==> src/rtl/jt051937_draw.sv <==
// jt051937_draw: sprite line drawer. Fetches one 16-pixel 4bpp tile row
// (two 32-bit ROM words), applies hflip/vflip and optional horizontal zoom,
// and writes the non-transparent pixels into the sprite line buffer.
// Optional feature macro: JT051937_HZOOM_EN (fractional hzoom with phase carry).
module jt051937_draw (
  input  logic        rst,
  input  logic        clk,
  input  logic        dr_start,
  output logic        dr_busy,
  input  logic [15:0] code,
  input  logic [9:0]  attr,
  input  logic [1:0]  shd,
  input  logic        hflip,
  input  logic        vflip,
  input  logic [8:0]  hpos,
  input  logic [3:0]  ysub,
  input  logic [9:0]  hzoom,
  input  logic        hz_keep,
  output logic [20:0] rom_addr,
  output logic        rom_cs,
  input  logic [31:0] rom_data,
  input  logic        rom_ok,
  output logic        buf_we,
  output logic [8:0]  buf_addr,
  output logic [15:0] buf_din
);

  localparam int unsigned XW   = 9;
  localparam int unsigned CNTW = 8;
`ifdef JT051937_HZOOM_EN
  localparam int unsigned ACCW = 11;
  localparam int unsigned ZW   = 10;
`endif

  typedef enum logic [1:0] {IDLE, FETCH0, FETCH1, DRAW} state_t;

  state_t            state_q, state_d;
  logic [15:0]       code_q, code_d;
  logic [3:0]        row_q, row_d;
  logic [9:0]        attr_q, attr_d;
  logic [1:0]        shd_q, shd_d;
  logic              hflip_q, hflip_d;
  logic [63:0]       gfx_q, gfx_d;
  logic [XW-1:0]     xcur_q, xcur_d;
  logic [CNTW-1:0]   cnt_q, cnt_d;
  logic [3:0]        src;
  logic [3:0]        pix;
  logic              rom_cs_d;

  logic              busy_q, rom_cs_q, buf_we_q;
  logic [20:0]       rom_addr_q;
  logic [XW-1:0]     buf_addr_q;
  logic [15:0]       buf_din_q;

`ifdef JT051937_HZOOM_EN
  logic [ACCW-1:0]   acc_q, acc_d, acc_sum;
  logic [ZW-1:0]     step_q, step_d;
`else
  logic              unused_hzoom;
  assign unused_hzoom = ^hzoom;
`endif

  // Next-state: tile latch, ROM fetch sequencing and per-pixel stepping
  always_comb begin
    state_d = state_q;
    code_d  = code_q;
    row_d   = row_q;
    attr_d  = attr_q;
    shd_d   = shd_q;
    hflip_d = hflip_q;
    gfx_d   = gfx_q;
    xcur_d  = xcur_q;
    cnt_d   = cnt_q;
`ifdef JT051937_HZOOM_EN
    step_d  = step_q;
    acc_d   = acc_q;
    acc_sum = acc_q + {1'b0, step_q};
`endif
    case (state_q)
      IDLE: begin
        if (dr_start) begin
          code_d  = code;
          row_d   = ysub ^ {4{vflip}};
          attr_d  = attr;
          shd_d   = shd;
          hflip_d = hflip;
          if (!hz_keep) xcur_d = hpos;
`ifdef JT051937_HZOOM_EN
          step_d = (hzoom == '0) ? ZW'(1) : hzoom;
          if (!hz_keep) acc_d = '0;
`endif
          state_d = FETCH0;
        end
      end
      FETCH0: begin
        if (rom_ok) begin
          gfx_d[63:32] = rom_data;
          state_d      = FETCH1;
        end
      end
      FETCH1: begin
        if (rom_ok) begin
          gfx_d[31:0] = rom_data;
          cnt_d       = '0;
          state_d     = DRAW;
        end
      end
      DRAW: begin
        xcur_d = xcur_q + XW'(1);
        cnt_d  = cnt_q + CNTW'(1);
`ifdef JT051937_HZOOM_EN
        acc_d = acc_sum;
        if (acc_sum[10]) begin
          acc_d   = {1'b0, acc_sum[9:0]};
          state_d = IDLE;
        end else if (cnt_q == CNTW'(255)) begin
          acc_d   = '0;
          state_d = IDLE;
        end
`else
        if (cnt_q == CNTW'(15)) state_d = IDLE;
`endif
      end
      default: state_d = IDLE;
    endcase
  end

  // Pixel select for the pixel that will be on the buffer port next cycle
  always_comb begin
`ifdef JT051937_HZOOM_EN
    src = acc_d[9:6];
`else
    src = cnt_d[3:0];
`endif
    if (hflip_d) src = ~src;
    pix      = 4'(gfx_d >> (6'd60 - {src, 2'b00}));
    rom_cs_d = (state_d == FETCH0) || (state_d == FETCH1);
  end

  // State, tile context and registered outputs
  always_ff @(posedge clk or posedge rst) begin
    if (rst) begin
      state_q    <= IDLE;
      code_q     <= '0;
      row_q      <= '0;
      attr_q     <= '0;
      shd_q      <= '0;
      hflip_q    <= 1'b0;
      gfx_q      <= '0;
      xcur_q     <= '0;
      cnt_q      <= '0;
`ifdef JT051937_HZOOM_EN
      acc_q      <= '0;
      step_q     <= '0;
`endif
      busy_q     <= 1'b0;
      rom_cs_q   <= 1'b0;
      rom_addr_q <= '0;
      buf_we_q   <= 1'b0;
      buf_addr_q <= '0;
      buf_din_q  <= '0;
    end else begin
      state_q    <= state_d;
      code_q     <= code_d;
      row_q      <= row_d;
      attr_q     <= attr_d;
      shd_q      <= shd_d;
      hflip_q    <= hflip_d;
      gfx_q      <= gfx_d;
      xcur_q     <= xcur_d;
      cnt_q      <= cnt_d;
`ifdef JT051937_HZOOM_EN
      acc_q      <= acc_d;
      step_q     <= step_d;
`endif
      busy_q     <= (state_d != IDLE);
      rom_cs_q   <= rom_cs_d;
      if (rom_cs_d) rom_addr_q <= {code_d, row_d, (state_d == FETCH1)};
      buf_we_q   <= (state_d == DRAW) && (pix != 4'd0);
      buf_addr_q <= xcur_d;
      buf_din_q  <= {shd_d, attr_d, pix};
    end
  end

  assign dr_busy  = busy_q;
  assign rom_cs   = rom_cs_q;
  assign rom_addr = rom_addr_q;
  assign buf_we   = buf_we_q;
  assign buf_addr = buf_addr_q;
  assign buf_din  = buf_din_q;

endmodule

==> config.mk <==
export PLATFORM = sky130hd
export DESIGN_NAME = jt051937_draw
export DESIGN_NICKNAME = d
export VERILOG_FILES = /design/src/rtl/jt051937_draw.sv
export SDC_FILE = /design/constraint.sdc
export NUM_CORES = 1
export LEC_CHECK = 0
export BUFFER_PORTS_ARGS = -buffer_cell sky130_fd_sc_hd__buf_2
export CAP_MARGIN = 20
export CORE_MARGIN = 3
export CORE_UTILIZATION = 30
export DETAILED_ROUTE_END_ITERATION = 10
export PLACE_DENSITY = 0.54
export SYNTH_ARGS = -nofsm -noshare
export SYNTH_HDL_FRONTEND = slang
export SYNTH_SLANG_ARGS = --single-unit
==> constraint.sdc <==
create_clock -name clk -period 8.19 [get_ports clk]
set_clock_uncertainty 0.15 [all_clocks]
set_input_delay 0.4095 -clock clk [delete_from_list [all_inputs] [get_ports clk]]
set_output_delay 0.4095 -clock clk [all_outputs]
set_load 0.02 [all_outputs]
; Word-level counts from Yosys, hierarchy flattened
; Index checks and enable logic that the tools add are counted.
[op_classes]
addsub = 3
n_bitwise = 2
n_shift = 1
muxes = 25
n_reduce_logical = 9
eq_ne = 10
[ops]
columns = cell, count
row1 = two-way mux 32 bit, 4
row2 = >> shifter 64 x 6 -> 4 bit, 1
row3 = two-way mux 16 bit, 2
row4 = two-way mux 10 bit, 2
row5 = two-way mux 9 bit, 2
row6 = one-hot mux 9 bit (2 select lines), 1
row7 = one-hot mux 8 bit (2 select lines), 1
row8 = two-way mux 2 bit, 6
row9 = two-way mux 4 bit, 3
row10 = "adder 9 x 1 -> 9 bit, second input constant", 1
row11 = "adder 8 x 1 -> 8 bit, second input constant", 1
row12 = "equality test 2 bit, second input constant", 4
row13 = "equality test 8 x 4 -> 1 bit, second input constant", 1
row14 = two-way mux 8 bit, 1
row15 = one-hot mux 2 bit (4 select lines), 1
row16 = "inequality test 2 bit, second input constant", 3
row17 = nonzero test 2 bit, 3
row18 = "subtractor 6 bit, first input constant", 1
row19 = "equality test 2 x 1 -> 1 bit, second input constant", 2
row20 = inverter 4 bit, 1
row21 = nonzero test 4 bit, 1
row22 = XOR 4 bit, 1
row23 = AND reduction 3 bit, 1
row24 = zero test 2 bit, 1
row25 = 4 further kinds, 5
[word_totals]
wordCells = 65
ff_bits = 156
in_bits = 90
output_inout_bits = 49

; Depth between registers and ports, before layout
[logic_depth]
word_depth = 8
mapped_depth = 11
mapped_depth_nobuf = 9

; Worst setup path after synthesis
; Ideal clock, no wire load.
[synth_timing]
path_kind = reg-to-reg
from = reg state_q[1]
to = reg rom_addr_q[0], in the netlist rom_addr[0]
period_less_slack_ns = 2.940
n_path_buf = 4
path_stages_with_launch = 9
required_ns = 7.915
arrival_time_ns = 2.665
setup_slack_ns = 5.250
setup_time_ns = 0.125
path_cell_list = dfrtp_1 buf_4 nor3b_4 clkbuf_1 buf_1 nor2_1 ha_1 clkbuf_1 mux2_2
[synth_between]
elab_chain_cells = 4
elab_cells_between_ends = 12
cone_classes = 5 x eq/ne / 5 x mux / 2 x reduce/logical
[synth_lines]
columns = element, line
row1 = from (decl), 37  ; state_t state_q, state_d;
row2 = from (signal assigned), 163  ; state_q <= state_d;
row3 = "equality test 2 bit, or another cell as far along", 79  ; case (state_q)
row4 = one-hot mux 2 bit (4 select lines) (*), 79
row5 = equality test 2 x 1 -> 1 bit or equality test 2 bit (tied branches), 137  ; rom_cs_d = (state_d == FETCH0) || (state_d == FETCH1);
row6 = logical OR 1 bit (*), 137
row7 = named net rom_cs_d, 48  ; logic rom_cs_d;
row8 = to (signal assigned), 178  ; if (rom_cs_d) rom_addr_q <= {code_d, row_d, (state_d == FETCH1)};
row9 = to (decl), 51  ; logic [20:0] rom_addr_q;
; Mark *: on every way through the listed nets, which the timed path passes. The rest lies on a longest branch.
; A chain may end at the register's enable or synchronous reset.

; Worst setup path in the final report
[layout_timing]
from = reg state_q[1]
to = reg buf_we_q, in the netlist buf_we
[layout_between]
elab_chain_cells = 8
elab_cells_between_ends = 20
cone_classes = 1 x add/sub / 4 x eq/ne / 1 x shift / 10 x mux / 1 x bitwise / 3 x reduce/logical
[layout_lines]
columns = element, line
row1 = equality test 2 bit, 79
row2 = one-hot mux 8 bit (2 select lines), 79
row3 = inverter 4 bit, 135  ; if (hflip_d) src = ~src;
row4 = two-way mux 4 bit, 135
row5 = subtractor 6 bit, 136  ; pix = 4'(gfx_d >> (6'd60 - {src, 2'b00}));
row6 = >> shifter 64 x 6 -> 4 bit (*), 136
row7 = named net pix[0], 47  ; logic [3:0] pix;
row8 = nonzero test 4 bit (*), 179  ; buf_we_q <= (state_d == DRAW) && (pix != 4'd0);
row9 = logical AND 1 bit (*), 179
row10 = to (signal assigned), 179
row11 = to (decl), 50  ; logic busy_q, rom_cs_q, buf_we_q;
; Marked as above.

==> impl_metrics.env <==
export IMPL_outcome="finished with violations"
export IMPL_violations="negative hold slack"
export IMPL_netlist_top_cell_by_area="dfrtp_1"
export IMPL_drc=0
export IMPL_hold_path_class="in2async"
export IMPL_first_pass_iters=4
export IMPL_slew_headroom=0.3658
export IMPL_finalSetupTns_ns=0
export IMPL_grt_ovfl_total=0
export IMPL_finalCritPeriodShare=0.4098
export IMPL_clock_latency_ns=0.41
export IMPL_yosys_warnings=0
export IMPL_crit_required_ns=8.33
export IMPL_cts_buffers=17
export IMPL_layout_min_cycle_time_ns=3.356
export IMPL_cts_resized=0
export IMPL_htree_levels=4
export IMPL_ctsHoldBuffers=0
export IMPL_crit_type="reg2reg"
export IMPL_clkSinkCount=144
export IMPL_start_kind="register"
export IMPL_syn_avg_cell_area_sq_um=13.27
export IMPL_ff2ff_path_depth=9
export IMPL_p_per_area_nw_per_um2=487.7
export IMPL_ys_seq_area_frac=0.5667
export IMPL_die_h_microns=151.6
export IMPL_drive_above_1_share=0.4799
export IMPL_start_util=0.3093
export IMPL_rsz0062_at_grt="no"
export IMPL_pre_cts_ws_ns=4.798
export IMPL_reg2reg_from="state_q[1]$_DFF_PP0_"
export IMPL_grt_max_degree=91
export IMPL_vias_per_cell=4.810
export IMPL_worst_path_max_fanout=12
export IMPL_syn2layout_area_growth_pct=24.03
export IMPL_vias=4286
export IMPL_r2r_setup_slack_ns=4.83
export IMPL_timing_fmax_mhz=298.0
export IMPL_fillers=2036
export IMPL_die_area_sq_um=22980
export IMPL_wl_per_cell_microns=16.50
export IMPL_portBuffers=128
export IMPL_cp_end_kind="register"
export IMPL_timing_hold_ws_ns=-0.007652
export IMPL_grt_pass1_wl_mm=23.63
export IMPL_setup_ws_ns=4.834
export IMPL_syn_inst=479
export IMPL_hpwl_mm=10.38
export IMPL_tightest_slew_ns=0.9514
export IMPL_cap_violations=0
export IMPL_cp_arrival_ns=3.50
export IMPL_antenna_found_initial=2
export IMPL_grt_use_total=0.1319
export IMPL_antenna_left=0
export IMPL_io_pins=139
export IMPL_nNetsFinal=703
export IMPL_clk_pin_slew_worst_paths_ns=0.06
export IMPL_syn_nets=574
export IMPL_die_w_microns=151.6
export IMPL_clockRootBuffer="clkbuf_16"
export IMPL_setup_viol=0
export IMPL_synth_top_area_frac=0.5667
export IMPL_regArea_sq_um=3603
export IMPL_p_leak_nw=3.604
export IMPL_drt_iter0_drc=158
export IMPL_grt_pass1_vias=4602
export IMPL_place_congestion=0.7968
export IMPL_reg2reg_to="buf_we$_DFF_PP0_"
export IMPL_peakVddDrop_v=0.0002078
export IMPL_cts_setup_buffers=0
export IMPL_final_hold_viol_count=1
export IMPL_synth_area_top_cells="dfrtp_1 57%, mux2_2 22%, o211ai_1 1.8%, mux2i_1 1.6%, nand2b_1 1.6%"
export IMPL_core_area_sq_um=20560
export IMPL_wl_mm=14.70
export IMPL_floorplan_rows=52
export IMPL_synthesis_area_sq_um=6359
export IMPL_finalMaxSlewViolations=0
export IMPL_synth_cell_type_count=43
export IMPL_n_antenna_cell=0
export IMPL_synth_seq_cells=144
export IMPL_clk_path_buf_depth=2
export IMPL_multi_input_area_sq_um=2615
export IMPL_cts_tree="done"
[power by group]
| group | internal (mW) | total, mW | switching (mW) |
|---|---|---|---|
| clock | 0.487 | 0.788 | 0.300 |
| sequential | 1.06 | 1.20 | 0.143 |
| combinational | 0.827 | 1.85 | 1.03 |
[how the worst max path moves through the flow]
stage | from | end | slack, ns
final | state_q[1]$_DFF_PP0_ | buf_we$_DFF_PP0_ | 4.83
after global routing | state_q[1]$_DFF_PP0_ | buf_we$_DFF_PP0_ | 4.54
after CTS | state_q[1]$_DFF_PP0_ | buf_we$_DFF_PP0_ | 4.79
after detailed placement | state_q[1]$_DFF_PP0_ | buf_we$_DFF_PP0_ | 4.80
after global placement | state_q[1]$_DFF_PP0_ | buf_we$_DFF_PP0_ | 4.83
after floorplan | rst | buf_addr[0]$_DFFE_PP0P_ | 3.76
[sequential cells by signal (all words and copies together) (netlist names), 2 cells and up]
signal,flops
gfx_q,64
rom_addr,21
buf_din,16
code_q,16
buf_addr,9
cnt_q,8
row_q,4
state_q,2
[cell families after synthesis]
group | share of synthesized area
and+or+nand+nor | 0.06474
AOI/OAI and AO/OA | 0.06710
DFF | 0.5667
muxes | 0.2534
adders and majority gates | 0.009839
buffers and inverters | 0.02322
xor gates and xnor gates | 0.01496
[metrics by stage]
step | instance area [sq um] | utilization | hold WS (ns) | instances | power, mW
global placement | 7281 | 0.3541 | 0.3240 | 859 | 3.039
global route | 7886 | 0.3836 | 0.06465 | 891 | 4.133
CTS | 7886 | 0.3836 | 0.04126 | 891 | 3.906
floorplan | 6359 | - | 0.3155 | 479 | 2.584
detailed placement | 7281 | 0.3541 | 0.3289 | 859 | 3.096
finish | 7886 | 0.3836 | -0.007652 | 891 | 3.846
[layout by cell type, fill, tap and decap left out, types with 10 or more instances in the layout]
master / instances
a21oi_1: 10
o211ai_1: 15
o21ai_0: 10
nand2b_1: 16
dfrtp_1: 144
mux2_2: 126
nand3_1: 10
clkbuf_16: 17
buf_2: 128
nor2_1: 18
nand2_1: 18
mux2i_1: 10
[cell usage after synthesis, drive strengths merged]
master and n:
a211oi 2, a21o 1, a21oi 10, a221o 1, a22o 1, a22oi 2, a311oi 2, a31oi 4
and2 2, and3 4, and3b 1, buf 16, clkbuf 8, dfrtp 144, ha 5, inv 9
mux2 131, mux2i 12, nand2 18, nand2b 16, nand3 10, nand4 6, nor2 18, nor2b 1
nor3 1, nor3b 1, nor4 2, o211ai 15, o21a 5, o21ai 11, o22ai 9, o41a 1
xnor2 8, xor2 2
[cell type report]
class | count | share of cell area
sequential | 144 | 0.4569
clock buffer | 19 | 0.05616
timing repair buffer | 134 | 0.08694
inverter | 9 | 0.004918
tap | 270 | 0.04284
multi-input combinational | 302 | 0.3316
clock inverter | 13 | 0.02063
[worst max-delay path: stages (launching register included)]
cell	delay, ns
dfrtp_1	0.52
and2_1	0.50
mux2i_2	0.22
xnor2_2	0.35
buf_4	0.31
mux2_2	0.38
o22ai_1	0.18
o21ai_0	0.10
o21a_1	0.17
o41a_1	0.37
[routing by layer]
| layer | GRT usage | vias up | wire (microns) |
|---|---|---|---|
| met5 | 0 | - | 23 |
| met4 | 0.04403 | 4 | 221 |
| met3 | 0.03807 | 19 | 779 |
| met2 | 0.2252 | 110 | 7578 |
| met1 | 0.1603 | 2159 | 6097 |
| li1 | - | 1994 | - |
No activity file was read; power rests on OpenSTA's default activity.
